## src/rtl/retire_trap_ctrl_pkg.sv

```systemverilog
// Shared types and constants for the retire trap controller.
package retire_trap_ctrl_pkg;

    typedef enum logic [1:0] {
        RUN   = 2'd0,
        DRAIN = 2'd1,
        HALT  = 2'd2
    } trap_state_t;

    localparam logic [7:0]  HALT_CODE_ILLEGAL = 8'hFE;
    localparam logic [7:0]  HALT_CODE_WDT     = 8'hFF;
    localparam logic [31:0] EBREAK_INSN       = 32'h0010_0073;

    function automatic logic is_ebreak_insn(input logic [31:0] insn);
        return insn == EBREAK_INSN;
    endfunction

endpackage

```

## src/rtl/retire_trap_ctrl_cnt.sv

```systemverilog
// Generic counter with clear, load and enable; counts up or down.
module trap_cnt_wrap #(
    parameter int CNT_W = 64,
    parameter bit DOWN  = 1'b0
) (
    input  logic             clk,
    input  logic             rst,
    input  logic             en,
    input  logic             clr,
    input  logic             ld,
    input  logic [CNT_W-1:0] ld_val,
    output logic [CNT_W-1:0] cnt
);

    // Priority: clear over load over count
    always_ff @(posedge clk or posedge rst) begin
        if (rst)
            cnt <= '0;
        else if (clr)
            cnt <= '0;
        else if (ld)
            cnt <= ld_val;
        else if (en)
            cnt <= DOWN ? cnt - 1'b1 : cnt + 1'b1;
    end

endmodule

```

## src/rtl/retire_trap_ctrl.sv

```systemverilog
// Retire-stage trap controller: freezes on ebreak/illegal/watchdog, drains,
// then pulses ebreak to the monitor with a latched halt code.
//
// state | meaning
// RUN   | retiring normally, counters and watchdog live
// DRAIN | pipeline frozen, waiting for in-flight writes
// HALT  | ebreak delivered, everything frozen until rst
module retire_trap_ctrl
    import retire_trap_ctrl_pkg::*;
#(
    parameter int DATA_LEN     = 32,
    parameter int CNT_W        = 64,
    parameter int DRAIN_CYCLES = 2,
    parameter int WDT_LIMIT    = 1024
) (
    input  logic                clk,
    input  logic                rst,
    input  logic                retire_valid,
    input  logic [DATA_LEN-1:0] retire_pc,
    input  logic                retire_is_ebreak,
    input  logic                retire_illegal,
    input  logic [DATA_LEN-1:0] retire_a0,
    output logic                stall_req,
    output logic                ebreak,
    output logic [7:0]          halt_code,
    output logic [DATA_LEN-1:0] halt_pc,
    output logic                halted,
    output logic [CNT_W-1:0]    inst_cnt,
    output logic [CNT_W-1:0]    cycle_cnt
);

    localparam int WDT_W = $clog2(WDT_LIMIT + 1);
    localparam int DRN_W = $clog2(DRAIN_CYCLES + 2);
    localparam logic [WDT_W-1:0] WDT_LAST = WDT_W'(WDT_LIMIT - 1);
    localparam logic [DRN_W-1:0] DRN_LOAD = DRN_W'(DRAIN_CYCLES);

    trap_state_t         state_q, state_d;
    logic [WDT_W-1:0]    wdt_cnt;
    logic [DRN_W-1:0]    drn_cnt;
    logic                in_run, in_drain, trap;
    logic [7:0]          code_d;
    logic [DATA_LEN-1:0] pc_d;
    logic                unused_a0;

    assign in_run    = (state_q == RUN);
    assign in_drain  = (state_q == DRAIN);
    assign stall_req = !in_run;
    assign halted    = (state_q == HALT);
    // Only the low byte of a0 forms the exit code
    assign unused_a0 = ^retire_a0[DATA_LEN-1:8];

    always_ff @(posedge clk or posedge rst) begin
        if (rst) begin
            state_q   <= RUN;
            halt_code <= '0;
            halt_pc   <= '0;
        end else begin
            state_q   <= state_d;
            halt_code <= code_d;
            halt_pc   <= pc_d;
        end
    end

    always_comb begin
        state_d = state_q;
        code_d  = halt_code;
        pc_d    = halt_pc;
        trap    = 1'b0;
        ebreak  = 1'b0;
        case (state_q)
            RUN: begin
                if (retire_valid && retire_is_ebreak) begin
                    trap   = 1'b1;
                    code_d = retire_a0[7:0];
                    pc_d   = retire_pc;
                end else if (retire_valid && retire_illegal) begin
                    trap   = 1'b1;
                    code_d = HALT_CODE_ILLEGAL;
                    pc_d   = retire_pc;
                end else if (!retire_valid && wdt_cnt == WDT_LAST) begin
                    trap   = 1'b1;
                    code_d = HALT_CODE_WDT;
                    pc_d   = '0;
                end
                if (trap)
                    state_d = DRAIN;
            end
            DRAIN: begin
                if (drn_cnt == '0) begin
                    ebreak  = 1'b1;
                    state_d = HALT;
                end
            end
            HALT: state_d = HALT;
            default: state_d = RUN;
        endcase
    end

    trap_cnt_wrap #(.CNT_W(CNT_W), .DOWN(1'b0)) u_inst_cnt (
        .clk    (clk),
        .rst    (rst),
        .en     (in_run && retire_valid),
        .clr    (1'b0),
        .ld     (1'b0),
        .ld_val ('0),
        .cnt    (inst_cnt)
    );

    trap_cnt_wrap #(.CNT_W(CNT_W), .DOWN(1'b0)) u_cycle_cnt (
        .clk    (clk),
        .rst    (rst),
        .en     (state_q != HALT),
        .clr    (1'b0),
        .ld     (1'b0),
        .ld_val ('0),
        .cnt    (cycle_cnt)
    );

    // Watchdog runs only in RUN; any retire or trap resets the idle streak
    trap_cnt_wrap #(.CNT_W(WDT_W), .DOWN(1'b0)) u_wdt_cnt (
        .clk    (clk),
        .rst    (rst),
        .en     (1'b1),
        .clr    (!in_run || retire_valid || trap),
        .ld     (1'b0),
        .ld_val ('0),
        .cnt    (wdt_cnt)
    );

    trap_cnt_wrap #(.CNT_W(DRN_W), .DOWN(1'b1)) u_drn_cnt (
        .clk    (clk),
        .rst    (rst),
        .en     (in_drain && drn_cnt != '0),
        .clr    (1'b0),
        .ld     (trap),
        .ld_val (DRN_LOAD),
        .cnt    (drn_cnt)
    );

endmodule

```

## config.mk

```make
export PLATFORM = sky130hd
export DESIGN_NAME = retire_trap_ctrl
export DESIGN_NICKNAME = d
export VERILOG_FILES = /design/src/rtl/retire_trap_ctrl_pkg.sv /design/src/rtl/retire_trap_ctrl_cnt.sv /design/src/rtl/retire_trap_ctrl.sv
export SDC_FILE = /design/constraint.sdc
export NUM_CORES = 1
export LEC_CHECK = 0
export ABC_AREA = 1
export BUFFER_PORTS_ARGS = -buffer_cell sky130_fd_sc_hd__clkbuf_2
export CORE_ASPECT_RATIO = 0.6
export CORE_MARGIN = 4
export CORE_UTILIZATION = 50
export DETAILED_ROUTE_END_ITERATION = 7
export PLACE_DENSITY = 0.79
export SLEW_MARGIN = 10
export SYNTH_ARGS = -nofsm -noshare
export SYNTH_HDL_FRONTEND = slang
export SYNTH_SLANG_ARGS = --single-unit
```

## constraint.sdc

```tcl
create_clock -name clk -period 5.5 [get_ports clk]
set_input_delay 0 -clock clk [delete_from_list [all_inputs] [get_ports clk]]
set_output_delay 0 -clock clk [all_outputs]
set_load 0.1 [all_outputs]
```

==> results.py, run 1 <==
metrics = {
    "run_status": {
        "status": "finished, final reports clean",
    },
    "clock_tree": {
        "cts.clk_slew.worst_paths_ns": 0.08,
        "numClockSinks": 183,
        "clockBufferDepth": 2,
        "h-tree-depth": 4,
        "cts_buffers": 17,
        "cts_setup_buffers": 0,
        "clock_latency_ns": 0.44,
        "ctsResizeCount": 0,
        "ctsHoldBuffers": 43,
        "cts-root-buf": "clkbuf_16",
        "cts_tree": "built",
    },
    "timing": {
        "tightestPinTransition_ns": 1.22,
        "slew_violations": 0,
        "clock.fmax_mhz": 326,
        "hold_viol": 0,
        "max-slew-margin-rel": 0.186,
        "fin_crit_sh": 0.557,
        "finalSetupTns_ns": 0,
        "finalClockSkew_ns": 0.0110,
        "period_minus_slack_ns": 3.06,
        "setup_violations": 0,
        "rsz0062_at_grt": "false",
    },
    "logic_synthesis": {
        "synth_area_leader_cell": "dfrtp_1",
        "synth.most_common_cell": "nand2_1",
        "synth_fp_nets": 1404,
        "yosys_warnings": 0,
        "synthTopCellsByCount": "nand2_1 (457), nor2_1 (229), dfrtp_1 (183)",
        "avgSynthCellArea_um2": 7.47,
        "yosysUniqueCellTypes": 32,
        "ys_ff_latch": 183,
        "synthTopCellsByArea": "dfrtp_1 (46%), nand2_1 (17%), nor2_1 (8.7%)",
        "ys.flop_type": "dfrtp_1",
        "synth-async-reset-ratio": 1.00,
        "synth_top_area_frac": 0.462,
        "yosysSeqAreaShare": 0.462,
        "synth_enable_flop_cells": 0,
        "syn-cell-area_um2": 9920,
        "syn_inst": 1327,
    },
    "pwr": {
        "clkPwrFrac": 0.235,
        "power.switching_fraction": 0.512,
        "p_seq_frac": 0.332,
        "p_leak_nw": 6.07,
        "powerDensity_nw_per_um2": 418,
        "switchingPower_w": 0.00263,
        "peakVddDrop_v": 0.000660,
        "p_int_w": 0.00251,
        "power_frac_comb": 0.433,
    },
    "detailed_routing": {
        "drc": 0,
        "vias_per_cell": 5.30,
        "antenna_left": 0,
        "drt-initial-drc-count": 950,
        "num_vias": 9919,
        "wl_per_cell_um": 17.0,
        "drt_pass1_iterations": 5,
        "routed_wl_um": 31900,
    },
    "floorplanning": {
        "die_area_um2": 22200,
        "initial_utilization": 0.516,
        "die_w_um": 190,
        "rows": 39,
        "io_pins": 240,
        "die_y_um": 117,
        "core_area_um2": 19200,
    },
    "cells_and_area": {
        "fillCellCount": 1744,
        "drive_gt1_frac": 0.181,
        "areaGrowthSynthToFinish_pct": 23.8,
        "nets": 1670,
        "fin_util": 0.639,
        "antennaDiodeCount": 0,
        "seq_area_um2": 4580,
        "multi_input_area_um2": 4800,
    },
    "setup_path": {
        "critPathArrivalTime_ns": 3.38,
        "critPathRequiredTime_ns": 5.82,
        "crit_path_end_kind": "register",
        "path_class": "reg2reg",
        "r2r_slack_ns": 2.44,
        "crit_path_max_fanout": 37,
        "worstSetupStartpointType": "register",
    },
    "place": {
        "gp_congestion": 0.977,
        "io_buffers": 215,
        "hpwl_um": 24200,
    },
    "flow_run": {
        "drv_cap": 0,
    },
    "global_routing": {
        "grt_usage": 0.291,
        "antenna_found_initial": 1,
        "grt_pass1_vias": 9239,
        "gr-total-overflow": 0,
        "grt_pass1_wl_um": 50400,
        "grt_start_max_net_pins": 88,
    },
    "min_path": {
        "min_path_type": "in2reg",
    },
}
## power by group through the flow
stage,Combinational (W),Clock (W),Sequential [W]
final,0.00222,0.00121,0.00171
after global routing,0.00232,0.00129,0.00173
after CTS,0.00221,0.00122,0.00170
after detailed placement,0.00219,0,0.00172
after global placement,0.00216,0,0.00172
after floorplan,0.000509,0,0.00303
## registers in the layout, indices dropped and copies added (netlist names)
name,count
halt_code,8
halt_pc,32
state_q,2
u_cycle_cnt.cnt,64
u_drn_cnt.cnt,2
u_inst_cnt.cnt,64
u_wdt_cnt.cnt,11
## cell usage in the layout, fill, tap and decap left out, types with 2 or more instances in the layout
cell,netlist,layout
a21oi_1,2,2
and2_1,4,4
buf_4,2,3
clkbuf_16,0,17
clkbuf_2,0,215
clkinvlp_4,0,6
dfrtp_1,183,183
dlygate4sd3_1,0,43
ha_1,8,8
inv_1,124,123
inv_6,0,7
nand2_1,457,457
nand2_2,11,11
nand3_1,85,85
nand3_2,2,2
nand3_4,2,2
nand3b_1,23,23
nand4_1,35,35
nor2_1,229,229
nor2_2,9,9
nor2_4,8,8
nor3_1,19,19
nor3_2,3,3
nor3_4,2,2
o21ai_0,17,17
o21ai_1,8,8
o21bai_1,2,2
xnor2_1,34,34
xor2_1,41,41
## cells by family after synthesis
group,after synthesis,share of synthesized area
mux,1,0.00114
flops,183,0.462
fa+ha+maj,8,0.0101
xor+xnor,75,0.0662
buf+inv,139,0.0546
compound gates,29,0.0151
simple gates,892,0.391
## worst max-delay path, stage by stage (launching register included)
cell     delay [ns]
dfrtp_1        0.41
inv_1          0.11
ha_1           0.28
nand2_1        0.50
inv_1          0.37
buf_4          0.44
nand3_1        0.27
nor2_1         0.14
nand2_1        0.11
o21ai_0        0.21
nand2_1        0.08
## per-stage QoR
stage,cell area [um2],setup WS (ns),hold WS (ns),total power [W],cells
2_1_floorplan,9920,0.528,0.145,0.00354,1327
3_3_place_gp,11300,2.65,0.206,0.00388,1797
3_5_place_dp,11300,2.50,0.198,0.00391,1797
4_1_cts,12300,2.47,0.0553,0.00513,1872
5_1_grt,12300,2.23,0.0988,0.00534,1872
6_report,12300,2.44,0.0738,0.00513,1872
## routing by layer
| layer | vias up | track usage | routed length [um] |
|---|---|---|---|
| li1 | 4687 | - | - |
| met5 | - | 0 | 12 |
| met1 | 4689 | 0.438 | 14600 |
| met3 | 32 | 0.0883 | 3750 |
| met4 | 2 | 0.0588 | 386 |
| met2 | 509 | 0.419 | 13100 |
## path summary, 6_finish.rpt
kind | endpoint | depth (start not counted) | start
max in group asynchronous | u_cycle_cnt.cnt[11] | 4 | rst
worst max register to register | u_inst_cnt.cnt[50] | 10 | state_q[0]
worst max-delay path | u_inst_cnt.cnt[50] | 10 | state_q[0]
worst min register to register | halt_pc[4] | 2 | halt_pc[4]
worst min-delay path | halt_code[6] | 4 | retire_is_ebreak
min in group asynchronous | u_cycle_cnt.cnt[0] | 3 | rst
## layout make-up
type / count / area share
Sequential cell: 183 / 0.373
Clock inverter: 15 / 0.0115
Inverter: 125 / 0.0386
Multi-Input combinational cell: 1005 / 0.391
Clock buffer: 17 / 0.0346
Timing Repair Buffer: 261 / 0.125
Tap cell: 266 / 0.0271
Note: power is estimated with default switching activity, not from simulation.
==> run 2: changes to the inputs <==
--- a/config.mk
+++ b/config.mk
@@ -9,9 +9,9 @@
 export BUFFER_PORTS_ARGS = -buffer_cell sky130_fd_sc_hd__clkbuf_2
 export CORE_ASPECT_RATIO = 0.6
 export CORE_MARGIN = 4
-export CORE_UTILIZATION = 50
+export CORE_UTILIZATION = 49
 export DETAILED_ROUTE_END_ITERATION = 7
-export PLACE_DENSITY = 0.79
+export PLACE_DENSITY = 0.81
 export SLEW_MARGIN = 10
 export SYNTH_ARGS = -nofsm -noshare
 export SYNTH_HDL_FRONTEND = slang
==> constraint.sdc (replaced) <==
create_clock -name clk -period 2.5 [get_ports clk]
set_input_delay 0 -clock clk [delete_from_list [all_inputs] [get_ports clk]]
set_output_delay 0 -clock clk [all_outputs]
set_load 0.1 [all_outputs]
==> results.py, run 2 (synthesized netlist as in run 1, its figures left out) <==
metrics = {
    "run_status": {
        "status": "finished, final reports clean",
    },
    "clock_tree": {
        "h-tree-depth": 4,
        "clockBufferDepth": 2,
        "numClockSinks": 183,
        "cts.clk_slew.worst_paths_ns": 0.07,
        "clock_latency_ns": 0.44,
        "cts-root-buf": "clkbuf_16",
        "cts_buffers": 17,
        "ctsResizeCount": 0,
        "cts_tree": "built",
    },
    "cells_and_area": {
        "final_common_cell": "nand2_1",
        "fin_util": 0.639,
        "most-common-layout-cells": "nand2_1 (457), nor2_1 (229), clkbuf_2 (215), dfrtp_1 (183), inv_1 (123)",
        "seq_area_um2": 4580,
        "multi_input_area_um2": 4800,
        "drive_gt1_frac": 0.183,
        "areaGrowthSynthToFinish_pct": 25.1,
        "fillCellCount": 1682,
        "largest_registers": "u_cycle_cnt.cnt: 64 flops, u_inst_cnt.cnt: 64 flops, halt_pc: 32 flops",
        "nets": 1678,
    },
    "timing": {
        "rsz0062_at_grt": "false",
        "period_minus_slack_ns": 2.11,
        "slew_violations": 0,
        "hold_viol": 0,
        "max-slew-margin-rel": 0.580,
        "tightestPinTransition_ns": 0.633,
        "fin_crit_sh": 0.845,
        "finalSetupTns_ns": 0,
        "clock.fmax_mhz": 473,
        "setup_violations": 0,
        "finalClockSkew_ns": 0.0172,
    },
    "detailed_routing": {
        "wl_per_cell_um": 17.5,
        "routed_wl_um": 33000,
        "drt-initial-drc-count": 855,
        "antenna_left": 0,
        "met2_length_um": 13300,
        "vias_per_cell": 5.33,
        "drt_pass1_iterations": 5,
        "num_vias": 10021,
        "drt-met1-wl_um": 14600,
        "drc": 0,
        "top_layer_used": "met4",
        "met3_length_um": 4520,
    },
    "floorplanning": {
        "rows": 39,
        "initial_utilization": 0.511,
        "die_w_um": 192,
        "die_area_um2": 22700,
        "core_area_um2": 19400,
        "die_y_um": 118,
        "io_pins": 240,
    },
    "global_routing": {
        "antenna_found_initial": 1,
        "grt_start_max_net_pins": 56,
        "grt_pass1_vias": 9332,
        "gr-total-overflow": 0,
        "grt_usage": 0.291,
        "grt_pass1_wl_um": 51800,
    },
    "setup_path": {
        "worstSetupStartpointType": "register",
        "critPathRequiredTime_ns": 2.81,
        "path_class": "reg2reg",
        "rr_startpoint": "u_inst_cnt.cnt[31]",
        "crit_path_end_kind": "register",
        "crit_path_max_fanout": 5,
        "rr_endpoint": "u_inst_cnt.cnt[63]",
        "r2r_slack_ns": 0.39,
        "crit_start": "u_inst_cnt.cnt[31]",
        "cp_slowest_stage_delay_ns": 0.48,
        "crit_path_end": "u_inst_cnt.cnt[63]",
        "cpMostUsedCell": "nand2_1",
        "crit_chain": "nand2_1 > nor2_1 > nand3_1 > nor2_1 > nand2_1 > o21ai_0 > nand2_1",
        "critPathArrivalTime_ns": 2.43,
        "slowest_stage": "nor2_1",
        "reg2reg_depth": 7,
    },
    "place": {
        "io_buffers": 215,
        "gp_congestion": 0.991,
        "hpwl_um": 25200,
    },
    "pwr": {
        "p_leak_nw": 6.14,
        "powerDensity_nw_per_um2": 928,
        "peakVddDrop_v": 0.00134,
    },
    "min_path": {
        "hp-start": "retire_is_ebreak",
        "min_path_type": "in2reg",
    },
    "flow_run": {
        "drv_cap": 0,
    },
}
-- run 2: cell types whose count changed in the layout (fill, tap and decap cells not counted) --
cell,previous run,this run
inv_6,7,1
buf_4,3,8
buf_12,0,3
clkbuf_1,0,3
bufinv_16,1,3
clkinv_4,1,3
clkinvlp_4,6,4
clkbuf_8,0,1
clkinv_2,1,0
diode_2,0,1
-- run 2: layout make-up --
class                   instances  share of cell area
well taps                     266              0.0268
diodes                          1            0.000202
multi-input cells            1005               0.387
inverters                     125              0.0381
flip-flops and latches        183               0.369
clock buffers                  21              0.0363
clock inverters                10              0.0119
repair buffers                269               0.131
-- run 2: worst min path at each step --
stage                         endpoint  cells past startpoint
floorplan                  halt_pc[28]                      2
global placement    u_cycle_cnt.cnt[0]                      2
detailed placement  u_cycle_cnt.cnt[0]                      2
CTS                   u_drn_cnt.cnt[0]                      5
global route              halt_code[7]                      4
finish                    halt_code[7]                      4
-- run 2: power by group --
part	total, W	leakage [nW]	internal, W	switching (W)
clock	0.00280	0.280	0.00160	0.00120
combinational	0.00495	3.40	0.000741	0.00421
sequential	0.00377	2.46	0.00341	0.000357
-- run 2: through the flow --
step | hold slack, ns | std cells | cell area (um2) | power [W] | worst slack [ns]
finish | 0.0875 | 1880 | 12400 | 0.0115 | 0.386
global route | 0.115 | 1880 | 12400 | 0.0120 | 0.183
CTS | 0.0427 | 1879 | 12400 | 0.0115 | 0.404
detailed placement | 0.0780 | 1805 | 11400 | 0.00866 | 0.437
global placement | 0.0774 | 1805 | 11400 | 0.00857 | 0.475
floorplan | 0.145 | 1327 | 9920 | 0.00778 | 0.149
-- run 2: critical path: cells and delay by family (launching register included) --
| kind | cells | cell delay [ns] |
|---|---|---|
| AND/OR/NAND/NOR | 6 | 1.37 |
| flip-flops | 1 | 0.45 |
| AO/OA/AOI/OAI | 1 | 0.17 |
-- run 2: layer usage --
layer,vias to the layer above,track usage
met3,42,0.109
met5,-,0
met2,613,0.399
li1,4708,-
met1,4658,0.441
met4,0,0.0587
-- run 2: timing repair --
item	4_1_cts	5_1_grt
hold buffers	43	0
hold endpoints to repair	60	0
buffers inserted	0	0
==> run 3: changes to the inputs <==
==> constraint.sdc (replaced) <==
create_clock -name clk -period 1.8 [get_ports clk]
set_input_delay 0 -clock clk [delete_from_list [all_inputs] [get_ports clk]]
set_output_delay 0 -clock clk [all_outputs]
set_load 0.1 [all_outputs]
==> results.py, run 3 (synthesized netlist as in run 1, its figures left out) <==
metrics = {
    "run_status": {
        "status": "finished, final reports clean",
    },
    "pwr": {
        "peakVddDrop_v": 0.00169,
        "switchingPower_w": 0.00812,
        "p_total_w": 0.0165,
        "p_seq_frac": 0.316,
        "p_leak_nw": 6.59,
        "power.switching_fraction": 0.492,
        "clkPwrFrac": 0.230,
        "powerDensity_nw_per_um2": 1240,
        "p_int_w": 0.00837,
        "power_frac_comb": 0.453,
    },
    "cells_and_area": {
        "most-common-layout-cells": "nand2_1 (448), clkbuf_2 (213), nor2_1 (203), dfrtp_1 (168), inv_1 (119)",
        "final_common_cell": "nand2_1",
        "fin_util": 0.685,
        "antennaDiodeCount": 0,
        "largest_registers": "u_cycle_cnt.cnt: 64 flops, u_inst_cnt.cnt: 64 flops, halt_pc: 32 flops",
        "nets": 1750,
        "drive_gt1_frac": 0.255,
        "areaGrowthSynthToFinish_pct": 34.2,
    },
    "detailed_routing": {
        "drc": 0,
        "drt_pass1_iterations": 6,
        "wl_per_cell_um": 17.0,
        "vias_per_cell": 5.35,
        "antenna_left": 0,
        "routed_wl_um": 33100,
        "num_vias": 10442,
        "drt-initial-drc-count": 1073,
    },
    "clock_tree": {
        "cts-root-buf": "clkbuf_16",
        "clock_latency_ns": 0.43,
        "numClockSinks": 183,
        "clockBufferDepth": 2,
        "h-tree-depth": 4,
        "cts_buffers": 17,
        "cts_tree": "built",
        "cts.clk_slew.worst_paths_ns": 0.07,
    },
    "setup_path": {
        "critPathRequiredTime_ns": 2.12,
        "crit_path_max_fanout": 6,
        "worstSetupStartpointType": "register",
        "cp_slowest_stage_delay_ns": 0.44,
        "path_class": "reg2reg",
        "crit_chain": "inv_2 > ha_4 > nand2_8 > buf_12 > nor2_8 > nand3_4 > nor2_4 > nand2_2 > o21ai_2 > nand2_1",
        "critPathArrivalTime_ns": 2.08,
        "slowest_stage": "dfrtp_2",
        "crit_path_end_kind": "register",
    },
    "timing": {
        "hold_viol": 0,
        "max-slew-margin-rel": 0.607,
        "setup_violations": 0,
        "period_minus_slack_ns": 1.76,
        "slew_violations": 0,
        "rsz0062_at_grt": "true",
        "clock.fmax_mhz": 570,
        "holdWs_ns": 0.0881,
        "fin_crit_sh": 0.975,
        "tightestPinTransition_ns": 0.593,
        "finalClockSkew_ns": 0.0112,
    },
    "floorplanning": {
        "die_y_um": 118,
        "io_pins": 240,
        "core_area_um2": 19400,
        "die_w_um": 192,
        "initial_utilization": 0.511,
        "rows": 39,
        "die_area_um2": 22700,
    },
    "global_routing": {
        "gr-total-overflow": 0,
        "antenna_found_initial": 0,
        "grt_pass1_wl_um": 50500,
        "grt_pass1_vias": 9525,
        "grt_start_max_net_pins": 102,
        "grt_usage": 0.280,
    },
    "place": {
        "hpwl_um": 23900,
        "io_buffers": 215,
        "gp_congestion": 1.01,
    },
    "flow_run": {
        "drv_cap": 0,
    },
    "min_path": {
        "min_path_type": "in2reg",
    },
}
[run 3: cell count changes in the layout (fill, tap and decap cells not counted), sizes merged]
| cell | change |
|---|---|
| clkinv | +3 |
| diode | -1 |
| clkinvlp | -1 |
| clkbuf | +1 |
| buf | +68 |
[run 3: power by group through the flow]
| stage | Clock [W] | Sequential [W] | Combinational, W |
|---|---|---|---|
| floorplan | 0 | 0.00925 | 0.00156 |
| global placement | 0 | 0.00522 | 0.00683 |
| detailed placement | 0 | 0.00524 | 0.00690 |
| CTS | 0.00384 | 0.00517 | 0.00700 |
| global route | 0.00402 | 0.00529 | 0.00784 |
| finish | 0.00380 | 0.00521 | 0.00748 |
[run 3: repair_timing]
action,CTS,global route
endpoints found under the setup margin,21,121
hold buffers,43,0
gates resized for setup,4,90
cloned,0,4
setup buffers,1,18
pin swaps,2,21
endpoints found under the hold margin,224,0
[run 3: worst max-delay path, delay by kind of cell, from the launching register on]
kind                     cells  cell delay (ns)
AO/OA/AOI/OAI                1             0.14
buffers and inverters        2             0.24
flip-flops                   1             0.44
AND/OR/NAND/NOR              6             0.65
adder cells (fa/ha/maj)      1             0.17
[run 3: layer usage]
metal	track usage	wire (um)
met1	0.435	14800
met2	0.384	13400
met3	0.0837	4270
met4	0.0628	576
met5	0	0
[run 3: layout make-up]
class                   count  area [um2]
clock inverters            12         155
well taps                 266         333
fillers                  1553        6110
inverters                 125         483
multi-input cells        1005        5040
flip-flops and latches    183        4600
clock buffers              18         429
repair buffers            341        2270
[run 3: worst paths after layout]
path | slack, ns | from | endpoint | cells after the start
max | 0.04 | state_q[1] | u_inst_cnt.cnt[41] | 10
min | 0.09 | retire_is_ebreak | halt_code[7] | 4
max reg2reg | 0.04 | state_q[1] | u_inst_cnt.cnt[41] | 10
min reg2reg | 0.46 | u_wdt_cnt.cnt[0] | u_wdt_cnt.cnt[0] | 1
max in group asynchronous | 0.98 | rst | u_inst_cnt.cnt[22] | 4
min in group asynchronous | 0.25 | rst | halt_code[2] | 4
[run 3: per-stage QoR]
step	cell area [um2]	cells	setup WS (ns)	TNS, ns
after floorplan	9920	1327	-0.551	-131.51
after global placement	11800	1855	0.0337	0
after detailed placement	11800	1855	-0.0608	-0.410
after CTS	12800	1929	0.000468	0
after global routing	13300	1950	-0.0346	-0.182
final	13300	1950	0.0442	0
